--- config.mk ---
export PLATFORM = sky130hd
export DESIGN_NAME = uart_rx_ovs
export DESIGN_NICKNAME = d
export VERILOG_FILES = /design/src/rtl/uart_pkg.sv /design/src/rtl/uart_baud_tick.sv /design/src/rtl/uart_rx_ovs.sv
export SDC_FILE = /design/constraint.sdc
export NUM_CORES = 1
export LEC_CHECK = 0
export ABC_AREA = 1
export BUFFER_PORTS_ARGS = -buffer_cell sky130_fd_sc_hd__buf_2
export CORE_MARGIN = 3
export CORE_UTILIZATION = 63
export CTS_CLUSTER_SIZE = 24
export DETAILED_ROUTE_END_ITERATION = 10
export GPL_TIMING_DRIVEN = 0
export PLACE_DENSITY = 0.83
export SYNTH_ARGS = -nofsm -noshare
export SYNTH_HDL_FRONTEND = slang
export SYNTH_SLANG_ARGS = --single-unit
--- constraint.sdc ---
create_clock -name clk -period 4.1 [get_ports clk]
set_input_delay 1.23 -clock clk [delete_from_list [all_inputs] [get_ports clk]]
set_output_delay 1.23 -clock clk [all_outputs]
set_load 0.01 [all_outputs]
--- src/rtl/uart_pkg.sv ---
// uart_pkg: shared UART types, baud divider computation and oversampling legality check.
package uart_pkg;
  typedef enum logic [1:0] {PAR_NONE, PAR_ODD, PAR_EVEN} parity_t;
  typedef enum logic [2:0] {IDLE, START, DATA, PARITY, STOP} rx_state_t;
  function automatic int baud_div(input int clk_hz, input int bps, input int ovs);
    return (clk_hz + bps * ovs / 2) / (bps * ovs);
  endfunction
  function automatic bit ovs_ok(input int ovs);
    return ovs == 8 || ovs == 16;
  endfunction
endpackage

--- src/rtl/uart_baud_tick.sv ---
// uart_baud_tick: one-clk tick every DIV clks, phase restartable by a synchronous restart input.
module uart_baud_tick #(
  parameter int DIV = 27
) (
  input  logic clk,
  input  logic rst_n,
  input  logic restart,
  output logic tick
);
  localparam int W = DIV > 1 ? $clog2(DIV) : 1;
  localparam logic [W-1:0] LAST = W'(DIV - 1);
  logic [W-1:0] cnt;
  always_ff @(posedge clk or negedge rst_n)
    if (!rst_n) begin
      cnt  <= '0;
      tick <= 1'b0;
    end else begin
      tick <= !restart && cnt == LAST;
      cnt  <= (restart || cnt == LAST) ? '0 : cnt + 1'b1;
    end
endmodule

--- src/rtl/uart_rx_ovs.sv ---
// uart_rx_ovs: oversampling UART receiver with majority vote, parity/framing/break/overrun flags.
module uart_rx_ovs import uart_pkg::*; #(
  parameter int CLK_FREQ  = 50_000_000,
  parameter int UART_BPS  = 115200,
  parameter int OVS       = 16,
  parameter int DATA_BITS = 8,
  parameter int PARITY    = 0,
  parameter int STOP_BITS = 1
) (
  input  logic                 clk,
  input  logic                 rst_n,
  input  logic                 rx,
  output logic [DATA_BITS-1:0] rx_data,
  output logic                 rx_valid,
  input  logic                 rx_ready,
  output logic                 parity_err,
  output logic                 frame_err,
  output logic                 break_det,
  output logic                 overrun
);
  localparam int DIV = baud_div(CLK_FREQ, UART_BPS, OVS);
  localparam int SW = $clog2(OVS);
  localparam parity_t PAR = parity_t'(PARITY);
  localparam logic [SW-1:0] S_LO  = SW'(OVS / 2 - 1);
  localparam logic [SW-1:0] S_MID = SW'(OVS / 2);
  localparam logic [SW-1:0] S_HI  = SW'(OVS / 2 + 1);
  localparam logic [SW-1:0] S_END = SW'(OVS - 1);
  localparam logic [3:0] D_LAST = 4'(DATA_BITS - 1);
  localparam logic [3:0] P_LAST = 4'(STOP_BITS - 1);
  if (!ovs_ok(OVS)) begin : g_bad_ovs
    $error("uart_rx_ovs: OVS must be 8 or 16");
  end
  logic s1, rx_s, rx_d, tick, start_edge, vote, perr;
  logic done, par_bit, ferr, any1;
  logic [1:0] v;
  logic [SW-1:0] smp;
  logic [3:0] bit_cnt;
  logic [DATA_BITS-1:0] sh;
  rx_state_t state;
  always_ff @(posedge clk or negedge rst_n)
    if (!rst_n) begin
      s1   <= 1'b1;
      rx_s <= 1'b1;
      rx_d <= 1'b1;
    end else begin
      s1   <= rx;
      rx_s <= s1;
      rx_d <= rx_s;
    end
  // a falling edge can only follow a high level, so a held break never restarts reception
  assign start_edge = state == IDLE && rx_d && !rx_s;
  assign vote = (v[0] & v[1]) | (rx_s & (v[0] | v[1]));
  assign perr = PAR == PAR_ODD ? par_bit == ^sh : PAR == PAR_EVEN ? par_bit != ^sh : 1'b0;
  uart_baud_tick #(.DIV(DIV)) u_tick (
    .clk(clk),
    .rst_n(rst_n),
    .restart(start_edge),
    .tick(tick)
  );
  always_ff @(posedge clk or negedge rst_n)
    if (!rst_n) begin
      state   <= IDLE;
      smp     <= '0;
      bit_cnt <= '0;
      v       <= '0;
      sh      <= '0;
      par_bit <= 1'b0;
      ferr    <= 1'b0;
      any1    <= 1'b0;
      done    <= 1'b0;
    end else begin
      done <= 1'b0;
      if (start_edge) begin
        state   <= START;
        smp     <= '0;
        bit_cnt <= '0;
        ferr    <= 1'b0;
        any1    <= 1'b0;
      end else if (tick && state != IDLE) begin
        smp <= smp + 1'b1;
        if (smp == S_LO) v[0] <= rx_s;
        if (smp == S_MID) v[1] <= rx_s;
        if (smp == S_HI)
          case (state)
            START: if (vote) state <= IDLE;
            DATA: begin
              sh   <= {vote, sh[DATA_BITS-1:1]};
              any1 <= any1 | vote;
            end
            uart_pkg::PARITY: begin
              par_bit <= vote;
              any1    <= any1 | vote;
            end
            STOP: begin
              ferr <= ferr | ~vote;
              any1 <= any1 | vote;
              if (bit_cnt == P_LAST) begin
                state <= IDLE;
                done  <= 1'b1;
              end
            end
            default: ;
          endcase
        if (smp == S_END)
          case (state)
            START: state <= DATA;
            DATA: begin
              bit_cnt <= bit_cnt == D_LAST ? '0 : bit_cnt + 1'b1;
              if (bit_cnt == D_LAST) state <= PAR == PAR_NONE ? STOP : uart_pkg::PARITY;
            end
            uart_pkg::PARITY: state <= STOP;
            STOP: bit_cnt <= bit_cnt + 1'b1;
            default: ;
          endcase
      end
    end
  always_ff @(posedge clk or negedge rst_n)
    if (!rst_n) begin
      rx_data    <= '0;
      rx_valid   <= 1'b0;
      parity_err <= 1'b0;
      frame_err  <= 1'b0;
      break_det  <= 1'b0;
      overrun    <= 1'b0;
    end else begin
      overrun <= done && rx_valid && !rx_ready;
      if (done && (!rx_valid || rx_ready)) begin
        rx_data    <= sh;
        parity_err <= perr;
        frame_err  <= ferr;
        break_det  <= ~any1;
        rx_valid   <= 1'b1;
      end else if (rx_ready) rx_valid <= 1'b0;
    end
endmodule
==> impl_metrics.csv <==
group,metric,value,unit
status,status,"completed",
floorplanning,die_y,64.50,um
finish,nNetsFinal,278,
grt,grt_pass1_wl,6.734,mm
worst_hold_path,hold_class,"register to register",
clock_tree,clk_pin_slew_worst_paths,0.14,ns
grt,antenna_found_initial,0,
critical_path,slowest_delay,0.41,ns
pwr,p_int,662.7,uW
critical_path,rr_endpoint,"sh[5]",
synth,yosys.area.top_type,"dfrtp_1",
pwr,power.share.switching,0.2813,
sta,skew,0.008332,ns
critical_path,rr_worst_depth,8,
sta,finalSetupTns,0,ns
finish,syn_to_final_growth,9.924,%
detailed_routing,viasPerCell,5.071,
finish,multi_input_area,853.3,um2
detailed_routing,drc,0,
critical_path,cp.depth,1,
finish,fin_area,2370,um2
finish,final_cell_mix,"65 x nand2_1, 42 x dfrtp_1, 30 x inv_1, 21 x nor2_1, 20 x o21ai_0",
critical_path,cp_num_buf_inv,1,
sta,finalCritPeriodShare,0.5223,
synth,synth_seq_cells,45,
floorplanning,fp.dieArea,4160,um2
clock_tree,clkSinkCount,45,
clock_tree,ctsResizeCount,0,
clock_tree,postCtsSetupBuffers,0,
critical_path,reg2reg_from,"smp[1]",
grt,grt_max_degree,46,
clock_tree,cts_buffers,5,
floorplanning,core-area,3153,um2
detailed_routing,routed_wirelength,3.690,mm
detailed_routing,first_pass_iters,4,
sta,max_freq,0.4670,GHz
place,place_area,2286,um2
synth,synthCells,245,
detailed_routing,wire_per_inst,11.83,um
place,port-buffer-count,15,
critical_path,crit_family,"flip-flops",
pwr,power_leakage,1.240,nW
clock_tree,cts_hold_buf,0,
floorplanning,std_cell_rows,20,
critical_path,crit_fanout,2,
floorplanning,die_w,64.50,um
critical_path,crit_start,"frame_err",
critical_path,end_kind,"output port",
synth,syn_area,2156,um2
grt,grt_use_total,0.2106,
pwr,power_density,389.1,nW/um2
sta,rsz0062_at_grt,"no",
clock_tree,cts_buffer_depth,2,
critical_path,worst_ep_arrival_time,0.91,ns
floorplanning,io_pins,17,
pwr,pwr-share-comb,0.134,
clock_tree,cts_tree,"done",
finish,regArea,1130,um2
critical_path,criticalPathCategory,"register to output port",
pwr,ir_drop,323.7,uV
synth,synth_top_area_share,0.4875,
sta,finalSetupViolCount,0,
sta,drv_slew,0,
synth,yosys.cell_types.count,28,
clock_tree,cts_max_level,2,
critical_path,worstPathCellList,"buf_2",
synth,yosysSeqAreaShare,0.5241,
detailed_routing,drt_iter0_drc,106,
clock_tree,clock_latency,0.36,ns
critical_path,crit_end,"frame_err",
synth,ys_top_cells_by_area,"dfrtp_1 49%, nand2_1 11%, inv_1 5.2%",
pwr,p_sw,259.4,uW
finish,mostFrequentLayoutCell,"nand2_1",
pwr,pwr-share-clk,0.303,
detailed_routing,antenna_left,0,
sta,max_slew_margin,0.3682,
synth,avgSynthCellArea,8.799,um2
floorplanning,start_util,0.6837,
clock_tree,root_buffer,"clkbuf_4",
grt,grt_pass1_vias,1489,
sta,period_minus_slack,2.141,ns
synth,ys_warn_count,0,
detailed_routing,vias,1582,
critical_path,crit_path_top_delay_cell,"dfrtp_1",
synth,syn_nets,256,
finish,fill_cells,236,
job,cap_violations,0,
finish,num_antenna_cells,0,
critical_path,cp.required,2.87,ns
grt,grt-ovfl-total,0,
sta,final-hold-violation-count,0,
finish,drive_gt1_frac,0.1978,
place,gp_congestion,0.8883,
sta,worst_pin_slew,0.9478,ns
place,hpwlAfterDp,2.591,mm
critical_path,cp-start-kind,"register",
pwr,power.share.sequential,0.563,
critical_path,rrSetupSlack,2.62,ns
[power groups by stage]
| stage | clock network (mW) | registers, mW | logic, mW |
|---|---|---|---|
| after CTS | 0.284 | 0.519 | 0.126 |
| after global routing | 0.304 | 0.525 | 0.149 |
| after floorplan | 0 | 0.520 | 0.0973 |
| final | 0.280 | 0.519 | 0.124 |
| after detailed placement | 0 | 0.526 | 0.126 |
| after global placement | 0 | 0.525 | 0.120 |
[sequential cells by signal, summed over array words and instances (netlist names), 2 cells and up]
| signal | flops |
|---|---|
| v | 2 |
| bit_cnt | 4 |
| smp | 4 |
| state | 3 |
| u_tick.cnt | 5 |
| sh | 8 |
| rx_data | 8 |
[cell type report]
cell class	instances	share of cell area
sequential	45	0.4768
multi-input combinational	161	0.3601
inverter	34	0.05385
timing repair buffer	15	0.03168
tap	44	0.02323
clock inverter	3	0.01954
buffer	5	0.01901
clock buffer	5	0.01584
[logic make-up after synthesis]
| family | Yosys count | share of synthesized area |
|---|---|---|
| simple gates | 119 | 0.2513 |
| flops | 45 | 0.5241 |
| buf+inv | 39 | 0.08009 |
| compound gates | 30 | 0.08474 |
| fa+ha+maj | 7 | 0.04062 |
| xor+xnor | 3 | 0.01219 |
| other cells | 1 | 0.001739 |
| mux | 1 | 0.005223 |
[metrics by stage]
stage	setup slack [ns]	hold slack [ns]	cells	total power [mW]	utilization
6_report	1.959	0.3658	312	0.9221	0.7516
5_1_grt	1.903	0.3742	312	0.9776	0.7516
4_1_cts	1.946	0.3675	312	0.9282	0.7516
3_5_place_dp	1.758	0.3491	304	0.6524	0.7250
3_3_place_gp	1.784	0.3468	304	0.6457	0.7250
2_1_floorplan	2.106	0.3452	245	0.6172	-
[worst min-delay path by stage]
stage	from	to	slack (ns)	depth (start not counted)
finish	s1	rx_s	0.37	0
global route	s1	rx_s	0.37	0
CTS	s1	rx_s	0.37	0
detailed placement	s1	rx_s	0.35	0
global placement	s1	rx_s	0.35	0
floorplan	s1	rx_s	0.35	0
[synth_stat cells (all sizes together)]
cell / n
clkbuf: 1
a21oi: 1
buf: 4
nand4: 5
xnor2: 1
nor3: 3
o21ai: 28
dfstp: 3
nand3: 14
nor2: 24
dfrtp: 42
nand3b: 1
mux2: 1
inv: 34
nor3b: 1
nand2: 71
o31ai: 1
xor2: 2
ha: 7
conb: 1
[metal layers]
metal	up-vias	share of wire	track usage
met5	-	0	0
met4	0	0.028	0.09235
met3	9	0.040	0.05373
met2	30	0.45	0.3286
met1	729	0.48	0.2791
li1	814	-	-
No activity file was read; power rests on OpenSTA's default activity.
